$ cat src/rtl/ncore_ram_loader.sv
// ncore_ram_loader: receives a framed byte stream (SYNC, LEN, payload, CHK),
// writes the payload into the core's program RAM from address 0, optionally
// clears the rest of the RAM, verifies the checksum and then releases the core.
//
// Handshake: a byte moves on a rising edge only when in_valid and in_ready are
// both high in the cycle before that edge; in_valid may drop at any time to
// stall, and the loader holds all its state while it waits.
module ncore_ram_loader #(
  parameter logic [7:0] SYNC_BYTE = 8'hA5,
  parameter bit         ZERO_FILL = 1'b1
) (
  input  logic       clk,
  input  logic       rst,
  input  logic       in_valid,
  input  logic [7:0] in_data,
  output logic       in_ready,
  output logic       ram_we,
  output logic [7:0] ram_addr,
  output logic [7:0] ram_wdata,
  output logic       core_hold,
  output logic       core_start,
  output logic       load_done,
  output logic       load_err,
  output logic [2:0] dbg_state
);

  typedef enum logic [2:0] {
    S_IDLE = 3'd0,
    S_LEN  = 3'd1,
    S_DATA = 3'd2,
    S_ZERO = 3'd3,
    S_CHK  = 3'd4,
    S_DONE = 3'd5,
    S_ERR  = 3'd6
  } state_t;

  state_t     state;
  // Nine bits so a 256-byte payload reaches its end count without wrapping.
  logic [8:0] cnt;
  logic [8:0] n_len;
  logic [7:0] sum;
  logic       start_q;
  logic       done_q;
  logic       err_q;

  logic       xfer;
  logic [8:0] cnt_nxt;
  logic [7:0] sum_nxt;

  assign in_ready  = ~rst & (state != S_ZERO);
  assign xfer      = in_valid & in_ready;
  assign cnt_nxt   = cnt + 9'd1;
  assign sum_nxt   = sum + in_data;

  assign core_hold  = rst | (state != S_DONE);
  assign core_start = start_q & ~rst;
  assign load_done  = done_q & ~rst;
  assign load_err   = err_q & ~rst;
  assign dbg_state  = state;

  // RAM write port: payload bytes pass straight through on the transfer
  // cycle; the clear pass writes zeros with no upstream involvement.
  always_comb begin
    ram_we    = 1'b0;
    ram_addr  = 8'h00;
    ram_wdata = 8'h00;
    if (!rst) begin
      if (state == S_DATA && xfer) begin
        ram_we    = 1'b1;
        ram_addr  = cnt[7:0];
        ram_wdata = in_data;
      end else if (state == S_ZERO) begin
        ram_we    = 1'b1;
        ram_addr  = cnt[7:0];
      end
    end
  end

  // Frame sequencer with registered status flags.
  always_ff @(posedge clk) begin
    if (rst) begin
      state   <= S_IDLE;
      cnt     <= 9'd0;
      n_len   <= 9'd0;
      sum     <= 8'h00;
      start_q <= 1'b0;
      done_q  <= 1'b0;
      err_q   <= 1'b0;
    end else begin
      start_q <= 1'b0;
      case (state)
        S_IDLE: begin
          if (xfer && in_data == SYNC_BYTE) state <= S_LEN;
        end
        S_LEN: begin
          if (xfer) begin
            // LEN of zero encodes a full 256-byte payload.
            n_len <= {in_data == 8'h00, in_data};
            cnt   <= 9'd0;
            sum   <= in_data;
            state <= S_DATA;
          end
        end
        S_DATA: begin
          if (xfer) begin
            cnt <= cnt_nxt;
            sum <= sum_nxt;
            if (cnt_nxt == n_len) begin
              if (ZERO_FILL && !n_len[8]) state <= S_ZERO;
              else                        state <= S_CHK;
            end
          end
        end
        S_ZERO: begin
          cnt <= cnt_nxt;
          if (cnt[7:0] == 8'hFF) state <= S_CHK;
        end
        S_CHK: begin
          if (xfer) begin
            if (sum_nxt == 8'h00) begin
              state   <= S_DONE;
              start_q <= 1'b1;
              done_q  <= 1'b1;
            end else begin
              state   <= S_ERR;
              err_q   <= 1'b1;
            end
          end
        end
        S_DONE, S_ERR: begin
          if (xfer && in_data == SYNC_BYTE) begin
            state  <= S_LEN;
            done_q <= 1'b0;
            err_q  <= 1'b0;
          end
        end
        default: state <= S_IDLE;
      endcase
    end
  end

endmodule

$ cat config.mk
export PLATFORM = sky130hd
export DESIGN_NAME = ncore_ram_loader
export DESIGN_NICKNAME = d
export VERILOG_FILES = /design/src/rtl/ncore_ram_loader.sv
export SDC_FILE = /design/constraint.sdc
export NUM_CORES = 1
export LEC_CHECK = 0
export CAP_MARGIN = 10
export CORE_ASPECT_RATIO = 0.8
export CORE_MARGIN = 8
export CORE_UTILIZATION = 35
export CTS_CLUSTER_SIZE = 28
export DETAILED_ROUTE_END_ITERATION = 8
export PLACE_DENSITY = 0.54
export REMOVE_ABC_BUFFERS = 1
export SYNTH_ARGS = -nofsm -noshare
export SYNTH_HDL_FRONTEND = slang
export SYNTH_SLANG_ARGS = --single-unit
$ cat constraint.sdc
create_clock -name clk -period 4.65 [get_ports clk]
set_input_delay 0.465 -clock clk [delete_from_list [all_inputs] [get_ports clk]]
set_output_delay 0.465 -clock clk [all_outputs]
set_load 0.02 [all_outputs]
==> results.md, run 1 <==
* Status: finished, final reports clean
* H-Tree Depth at 2
* Clock Sinks at 32
* Vias per Instance at 5.34
* Crit-path cells: nor2b_1, nor2b_1, and3_1, clkdlybuf4s50_1
* CP max FO at 14
* Total number of vias at 2135
* Core area at 5940 sq um
* DRT iter0 DRCs at 107
* Final net count at 339
* Cell Area, Synth at 2160 sq um
* Unrepaired setup endpoints after global routing: false
* Metal-1 WL at 3260 um
* Final setup viols at 0
* Peak supply drop at 0.000123 V
* Total CTS buffers at 5
* Routed wire length at 6130 um
* Avg WL per Cell at 15.3 um
* LEAKAGE at 0.988 nW
* Fill count at 614
* Max-cap violations at 0
* CTS tree: built
* Final hold vios at 0
* Chip Height at 86.3 um
* Ys async rst share at 0
* Hold Crit Class: register to register
* Tightest Pin Transition at 1.09 ns
* Max frequency at 0.285 GHz
* Clock Latency Late Sink at 0.28 ns
* GRT overflow at 0
* Distinct cell type count after synthesis at 46
* DIE WIDTH at 104 um
* Ys Warns at 0
* CP startpoint: dbg_state[1]$_SDFFE_PP0P_
* Largest net degree at the start of global routing at 39
* Global-route wire length before repair at 10700 um
* Max transition margin at 0.269
* Setup TNS at 0 ns
* Clock-pin slew on the worst setup and hold paths at 0.07 ns
* Top area cells in the synthesized netlist: dfxtp_1, nor2_1, a21oi_1
* Top Metal Used: met4
* Gr usage total at 0.142
* FF+latch count, synth at 32
* Yosys top cell by area: dfxtp_1
* Share of layout cells above drive strength 1 at 0.0533
* Largest stage delay on the critical path at 0.92 ns
* Input/output buffers at 35
* CTS root buffer: clkbuf_8
* Initial Utilization at 0.364
* Die area at 8970 sq um
* CP endpoint kind: output port
* Kind of critical path: register to output port
* Max-slew violations at 0
* CP Data Arrival Time at 3.05 ns
* Global placer's final weighted congestion at 0.893
* Site Rows at 25
* Cells after Synth at 289
* Clk_skew at 0.00608 ns
* Worst Setup Start Kind: register
* CTS Hold Buffers Added at 0
* Number of enable flip-flop cells after synthesis at 0
* Cell Pwr Density at 207 nW/um^2
* Pre-antenna DRT Iters at 4
* Layout area overhead at 23.9%
* Post-Route Utilization at 0.451
* Post-synth top area share at 0.296
* Reg2reg path depth at 9
* Most frequent CP cell: nor2b_1
* Worst Hold Depth at 2
* Avg Cell Area, Syn at 7.49 sq um
* WL met3 at 240 um
* Startpoint of the worst hold path: done_q$_SDFFE_PP0P_
* Slowest CP cell: nor2b_1
* Main synth FF type: dfxtp_1
* Antenna Cells at 0
* Via count of the first global-routing pass at 2138
* # IOs at 36
* Sequential fraction of the synthesis area at 0.296
* Req. time, crit path at 4.18 ns
* DPL Wire Length at 4560 um
* Post-DRT Antenna Nets at 0
* Minimum clock period after layout at 3.51 ns
* Fin crit share at 0.755
* Reg-to-reg critical path startpoint: sum[0]$_SDFFE_PP0P_
* CTS max path bufs at 2
* Antenna violations before repair at 0
* Met2 wire length at 2580 um
* Total setup buffers inserted after CTS at 0
* Cts repair resizes at 0
* DRC Markers at 0
[flip-flops by register name, summed over array words and instances (netlist names)]
signal,count
dbg_state,3
done_q,1
cnt,9
n_len,9
err_q,1
sum,8
start_q,1
[per-stage QoR]
step / setup WS [ns] / std cells / hold slack, ns / instance area, sq um / power, mW
6_report: 1.14 / 400 / 0.466 / 2680 / 0.556
5_1_grt: 0.943 / 400 / 0.494 / 2680 / 0.578
4_1_cts: 1.16 / 400 / 0.473 / 2680 / 0.563
3_5_place_dp: 1.22 / 393 / 0.459 / 2590 / 0.323
3_3_place_gp: 1.29 / 393 / 0.445 / 2590 / 0.323
2_1_floorplan: 1.91 / 273 / 0.431 / 2100 / 0.298
[cell usage after synthesis, types with 2 or more instances]
library cell,instances
nor2b_1,6
o31ai_1,5
nor2_1,38
nor4_1,4
nand2b_1,4
mux2i_1,4
a211oi_1,5
or4_1,2
nand2_1,28
a21oi_1,27
nand4_1,3
a211o_1,2
inv_1,4
a22oi_1,2
xor2_1,10
and2_1,12
nor3_1,9
dfxtp_1,32
a21o_1,2
ha_1,8
nor3b_1,3
o21ai_1,2
o21ai_0,11
nand3_1,6
xnor2_1,9
and3_1,10
a21boi_0,2
or3_1,5
clkbuf_1,15
a31oi_1,3
[worst max-delay path, delay by kind of cell, from the launching register on]
| kind | cells | cell delay (ns) |
|---|---|---|
| simple gates | 3 | 1.62 |
| buf+inv | 1 | 0.61 |
| flops | 1 | 0.52 |
[cells by family after synthesis]
kind of cell | Yosys count | share of synthesized area
simple gates | 133 | 0.308
compound gates | 72 | 0.211
flops | 32 | 0.296
buf+inv | 20 | 0.0347
xor+xnor | 19 | 0.0769
fa+ha+maj | 9 | 0.0555
mux | 4 | 0.0185
[cells in the final DEF, fill, tap and decap left out, types with 2 or more instances in the layout]
cell	Yosys	final
nor2_1	38	38
clkdlybuf4s50_1	0	35
dfxtp_1	32	32
nand2_1	28	28
a21oi_1	27	27
and2_1	12	12
o21ai_0	11	11
and3_1	10	10
xor2_1	10	10
nor3_1	9	9
xnor2_1	9	9
ha_1	8	8
clkbuf_8	0	7
nor2b_1	6	6
nand3_1	6	6
o31ai_1	5	5
or3_1	5	5
a211oi_1	5	5
inv_1	4	4
nand2b_1	4	4
nor4_1	4	4
mux2i_1	4	4
buf_4	0	4
nand4_1	3	3
nor3b_1	3	3
a31oi_1	3	3
o21ai_1	2	2
a21boi_0	2	2
a211o_1	2	2
or4_1	2	2
a22oi_1	2	2
a21o_1	2	2
[power breakdown]
part | leakage [nW] | total, mW | switching (mW) | internal (mW)
logic | 0.680 | 0.0430 | 0.0247 | 0.0184
registers | 0.258 | 0.275 | 0.000346 | 0.274
clock network | 0.0503 | 0.238 | 0.106 | 0.132
total | 0.988 | 0.556 | 0.131 | 0.424
[worst paths after layout]
check	end	slack, ns
worst max-delay path	ram_wdata[4]	1.14
worst min-delay path	done_q$_SDFFE_PP0P_	0.47
worst max register to register	done_q$_SDFFE_PP0P_	1.90
worst min register to register	done_q$_SDFFE_PP0P_	0.47
[metal layers]
| metal | GRT usage | vias up |
|---|---|---|
| li1 | - | 1089 |
| met1 | 0.192 | 1004 |
| met2 | 0.219 | 38 |
| met3 | 0.0371 | 4 |
| met4 | 0.0393 | 0 |
| met5 | 0 | - |
[cell type report]
cell class / instances / area [sq um] / area share
repair buffers: 39 / 380 / 0.142
flip-flops and latches: 32 / 641 / 0.239
inverters: 4 / 15.0 / 0.00560
well taps: 81 / 101 / 0.0378
multi-input cells: 237 / 1450 / 0.540
clock buffers: 7 / 96.3 / 0.0359
Note: power is estimated with default switching activity, not from simulation.
==> run 2, diff against run 1 <==
--- a/config.mk
+++ b/config.mk
@@ -11,7 +11,7 @@
 export CORE_UTILIZATION = 35
 export CTS_CLUSTER_SIZE = 28
 export DETAILED_ROUTE_END_ITERATION = 8
-export PLACE_DENSITY = 0.54
+export PLACE_DENSITY = 0.57
 export REMOVE_ABC_BUFFERS = 1
 export SYNTH_ARGS = -nofsm -noshare
 export SYNTH_HDL_FRONTEND = slang
==> constraint.sdc (replaced) <==
create_clock -name clk -period 3 [get_ports clk]
set_input_delay 0.3 -clock clk [delete_from_list [all_inputs] [get_ports clk]]
set_output_delay 0.3 -clock clk [all_outputs]
set_load 0.02 [all_outputs]
==> run 2 against run 1 <==
Effect of this change:
- sequential share of layout area decreased by 1.4 points
- via count increased by 2.9%
- non-clock buffer count increased by 20
- die area unchanged
- routed wire length decreased by 1.4%
- register-to-register slack got worse by 1.6 ns
- setup slack got worse by 0.97 ns
- final cell count increased by 5.3%
- largest power group is now clock
==> results.md, run 2 (synthesis results as in run 1) <==
* Peak supply drop at 0.000160 V
* Max-cap violations at 0
* Switching Share at 0.241
* Vias per Instance at 5.22
* Total number of vias at 2197
* DRT iter0 DRCs at 172
* LEAKAGE at 1.09 nW
* Global-route wire length before repair at 10400 um
* Max frequency at 0.353 GHz
* Core area at 5940 sq um
* Avg WL per Cell at 14.4 um
* Antenna violations before repair at 0
* Global placer's final weighted congestion at 0.911
* Largest stage delay on the critical path at 0.56 ns
* Cts repair resizes at 0
* H-Tree Depth at 2
* Antenna Cells at 0
* Max transition margin at 0.676
* Largest net degree at the start of global routing at 27
* Setup TNS at 0 ns
* CTS Hold Buffers Added at 0
* Internal at 0.712 mW
* Setup WS post-layout at 0.170 ns
* Most frequent cells in the layout: nor2_1, clkdlybuf4s50_1, dfxtp_1
* GRT overflow at 0
* Total CTS buffers at 5
* Minimum clock period after layout at 2.83 ns
* Layout area overhead at 31.7%
* Clock power frac at 0.458
* Top Registers: cnt x9, n_len x9, sum x8
* Kind of critical path: primary input to register
* Initial Utilization at 0.364
* Sw Pwr at 0.226 mW
* Site Rows at 25
* CP Data Arrival Time at 3.05 ns
* CTS root buffer: clkbuf_8
* Via count of the first global-routing pass at 2122
* Slowest CP cell: or4_4
* Worst Setup Start Kind: primary input
* CP endpoint kind: register
* DRC Markers at 0
* Total setup buffers inserted after CTS at 0
* Gr usage total at 0.140
* Max-slew violations at 0
* Share of layout cells above drive strength 1 at 0.115
* Flop pwr share at 0.454
* Input/output buffers at 35
* Pre-CTS setup slack at -0.131 ns
* Fin crit share at 0.943
* Req. time, crit path at 3.22 ns
* CTS tree: built
* CTS max path bufs at 2
* Clk_skew at 0.0139 ns
* # IOs at 36
* Crit-path cells: clkdlybuf4s50_1, ha_1, fa_1, nand3_1, nand2_1, xor2_1, or3_1, or4_4, a211o_1, a21oi_2
* Post-DRT Antenna Nets at 0
* Commonest non-fill, non-tap cell in the layout: nor2_1
* CP max FO at 5
* Clock Sinks at 32
* Final net count at 359
* Final setup viols at 0
* Die area at 8970 sq um
* Unrepaired setup endpoints after global routing: false
* Comb power frac at 0.088
* Clock-pin slew on the worst setup and hold paths at 0.07 ns
* Routed wire length at 6050 um
* Hold Crit Class: register to register
* DIE WIDTH at 104 um
* Final hold vios at 0
* Pre-antenna DRT Iters at 4
* Clock Latency Late Sink at 0.30 ns
* Status: finished, final reports clean
* Tightest Pin Transition at 0.485 ns
* Chip Height at 86.3 um
* DPL Wire Length at 4540 um
* Cell Pwr Density at 329 nW/um^2
-- run 2: final timing paths --
check | startpoint | endpoint | slack [ns] | depth (start not counted)
worst max-delay path | in_data[0] | done_q$_SDFFE_PP0P_ | 0.17 | 10
worst min register to register | err_q$_SDFFE_PP0P_ | err_q$_SDFFE_PP0P_ | 0.46 | 2
worst max register to register | sum[1]$_SDFFE_PP0P_ | done_q$_SDFFE_PP0P_ | 0.28 | 8
worst min-delay path | err_q$_SDFFE_PP0P_ | err_q$_SDFFE_PP0P_ | 0.46 | 2
-- run 2: layout make-up --
| type | count | area, sq um |
|---|---|---|
| Tap cell | 81 | 101 |
| Fill cell | 621 | 3090 |
| Multi-Input combinational cell | 237 | 1450 |
| Timing Repair Buffer | 59 | 531 |
| Clock inverter | 3 | 42.5 |
| Clock buffer | 5 | 68.8 |
| Inverter | 4 | 15.0 |
| Sequential cell | 32 | 641 |
-- run 2: layer usage --
layer | vias to the layer above | part of all wire | track usage
met5 | - | 0 | 0
met4 | 0 | 0.010 | 0.0354
met3 | 8 | 0.067 | 0.0460
met2 | 47 | 0.42 | 0.202
met1 | 1008 | 0.51 | 0.195
li1 | 1134 | - | -
-- run 2: power by group through the flow --
stage / clock (mW) / sequential [mW] / combinational (mW)
6_report: 0.429 / 0.425 / 0.0827
5_1_grt: 0.462 / 0.425 / 0.0916
2_1_floorplan: 0 / 0.435 / 0.0268
4_1_cts: 0.441 / 0.425 / 0.0828
3_3_place_gp: 0 / 0.435 / 0.0828
3_5_place_dp: 0 / 0.435 / 0.0821
-- run 2: worst max-delay path: cells and delay by family --
family / cells / cell delay (ns)
xor+xnor: 1 / 0.15
fa+ha+maj: 2 / 0.63
simple gates: 4 / 1.09
compound gates: 2 / 0.44
buf+inv: 1 / 0.43
-- run 2: per-stage QoR --
stage,util,cell area (sq um),power [mW],instances,hold WS (ns)
floorplan,-,2100,0.462,273,0.369
global placement,0.460,2740,0.518,413,0.443
detailed placement,0.460,2740,0.517,413,0.452
CTS,0.479,2850,0.949,421,0.462
global route,0.480,2850,0.978,421,0.476
finish,0.480,2850,0.937,421,0.463
==> run 3, diff against run 2 <==
--- a/config.mk
+++ b/config.mk
@@ -6,13 +6,16 @@
 export NUM_CORES = 1
 export LEC_CHECK = 0
 export CAP_MARGIN = 10
+export CELL_PAD_IN_SITES_DETAIL_PLACEMENT = 1
+export CELL_PAD_IN_SITES_GLOBAL_PLACEMENT = 1
 export CORE_ASPECT_RATIO = 0.8
 export CORE_MARGIN = 8
 export CORE_UTILIZATION = 35
 export CTS_CLUSTER_SIZE = 28
 export DETAILED_ROUTE_END_ITERATION = 8
-export PLACE_DENSITY = 0.57
+export PLACE_DENSITY = 0.74
 export REMOVE_ABC_BUFFERS = 1
+export SLEW_MARGIN = 20
 export SYNTH_ARGS = -nofsm -noshare
 export SYNTH_HDL_FRONTEND = slang
 export SYNTH_SLANG_ARGS = --single-unit
==> run 3 against run 2 <==
Effect of this change:
- first-iteration DRC count fell by 38%
- clock power fell by 17%
- final cell count rose by 0.71%
- register-to-register slack barely moved
- non-clock buffer count rose by 3
- routed wire length rose by 19%
- hold slack got worse by 0.0044 ns
- critical path depth did not move
- sequential share of layout area fell by 0.088 points
- largest cell class unchanged
==> results.md, run 3 (synthesis results as in run 1) <==
* Status: finished, final reports clean
* DRC Markers at 0
* Input/output buffers at 35
* Core area at 5940 sq um
* Total CTS buffers at 5
* DRT iter0 DRCs at 106
* GRT overflow at 0
* Max transition margin at 0.495
* Top Registers: cnt x9, n_len x9, sum x8
* Slowest CP cell: or4_4
* DIE WIDTH at 104 um
* Clock Latency Late Sink at 0.29 ns
* Site Rows at 25
* Post-Route Utilization at 0.481
* Max frequency at 0.349 GHz
* Setup TNS at 0 ns
* Final net count at 362
* Chip Height at 86.3 um
* CTS max path bufs at 2
* Clock Sinks at 32
* CTS Hold Buffers Added at 0
* CP max FO at 5
* Peak supply drop at 0.000190 V
* Kind of critical path: primary input to register
* Hold Crit Class: register to register
* Minimum clock period after layout at 2.87 ns
* Crit-path cells: clkdlybuf4s50_1, ha_1, fa_1, nand3_1, nand2_1, xor2_1, or3_1, or4_4, a211o_1, a21oi_2
* Final hold vios at 0
* Global placer's final weighted congestion at 0.818
* Largest stage delay on the critical path at 0.56 ns
* Total number of vias at 2296
* Post-DRT Antenna Nets at 0
* Avg WL per Cell at 17.0 um
* Vias per Instance at 5.42
* Clk_skew at 0.0106 ns
* Kind of cell adding the most delay to the critical path: simple AND/OR/NAND/NOR gates
* Antenna Cells at 0
* Via count of the first global-routing pass at 2490
* H-Tree Depth at 2
* Most frequent cells in the layout: nor2_1, clkdlybuf4s50_1, dfxtp_1
* Unrepaired setup endpoints after global routing: false
* Cell Pwr Density at 302 nW/um^2
* DPL Wire Length at 5440 um
* Cts repair resizes at 0
* Clock-pin slew on the worst setup and hold paths at 0.08 ns
* Share of layout cells above drive strength 1 at 0.125
* LEAKAGE at 1.11 nW
* Total setup buffers inserted after CTS at 0
* Die area at 8970 sq um
* Req. time, crit path at 3.23 ns
* Initial Utilization at 0.364
* Worst Setup Start Kind: primary input
* Max-slew violations at 0
* Layout area overhead at 32.2%
* Antenna violations before repair at 0
* CP endpoint kind: register
* Max-cap violations at 0
* Tightest Pin Transition at 0.753 ns
* Fin crit share at 0.955
* CP Data Arrival Time at 3.10 ns
* Final setup viols at 0
* Global-route wire length before repair at 12000 um
* Commonest non-fill, non-tap cell in the layout: nor2_1
* Pwr Total at 0.866 mW
* Buf/Inv on CP at 1
* Pre-antenna DRT Iters at 4
* CTS tree: built
* Routed wire length at 7190 um
* Gr usage total at 0.160
* Largest net degree at the start of global routing at 28
* # IOs at 36
* CTS root buffer: clkbuf_8
## run 3: cell types whose count changed in the layout (fill, tap and decap cells not counted)
| cell | delta |
|---|---|
| buf_4 | +3 |
| bufinv_16 | -1 |
| clkbuf_8 | +1 |
| clkinv_2 | +1 |
| clkinvlp_4 | -1 |
| nor2b_1 | +1 |
| nor2b_2 | -1 |
| nor3_1 | -1 |
| nor3_2 | +1 |
| o31ai_1 | -1 |
| o31ai_2 | +1 |
## run 3: through the flow
stage          area [sq um]  std cells  setup WS (ns)  hold slack [ns]
2_1_floorplan          2100        273          0.424            0.369
3_3_place_gp           2760        416         -0.102            0.442
3_5_place_dp           2760        416         -0.172            0.450
4_1_cts                2850        424          0.118            0.462
5_1_grt                2860        424         0.0549            0.493
6_report               2860        424          0.134            0.458
## run 3: area by class of cell
| cell class | count | area, sq um |
|---|---|---|
| repair buffers | 62 | 553 |
| well taps | 81 | 101 |
| clock inverters | 2 | 10.0 |
| flip-flops and latches | 32 | 641 |
| fillers | 743 | 3080 |
| clock buffers | 6 | 82.6 |
| multi-input cells | 237 | 1460 |
| inverters | 4 | 15.0 |
## run 3: power by group
group	leakage (nW)	switching, mW	internal (mW)
clock network	0.0510	0.173	0.183
registers	0.258	0.000403	0.425
logic	0.798	0.0432	0.0413
total	1.11	0.216	0.649
## run 3: final timing paths
path	start	to	slack, ns	depth (start not counted)
max	in_data[0]	done_q$_SDFFE_PP0P_	0.13	10
min	err_q$_SDFFE_PP0P_	err_q$_SDFFE_PP0P_	0.46	2
max reg2reg	sum[1]$_SDFFE_PP0P_	done_q$_SDFFE_PP0P_	0.28	8
min reg2reg	err_q$_SDFFE_PP0P_	err_q$_SDFFE_PP0P_	0.46	2
## run 3: worst min-delay path, cell delays in order, from the launching register on
cell and delay, ns:
dfxtp_1 0.30, inv_1 0.06, a21oi_1 0.05
## run 3: per-layer routing
layer / vias to the layer above / track usage / share of wire
met4: 0 / 0.0419 / 0.010
met5: - / 0 / 0
met1: 1132 / 0.198 / 0.50
met2: 32 / 0.281 / 0.47
li1: 1126 / - / -
met3: 6 / 0.0289 / 0.021
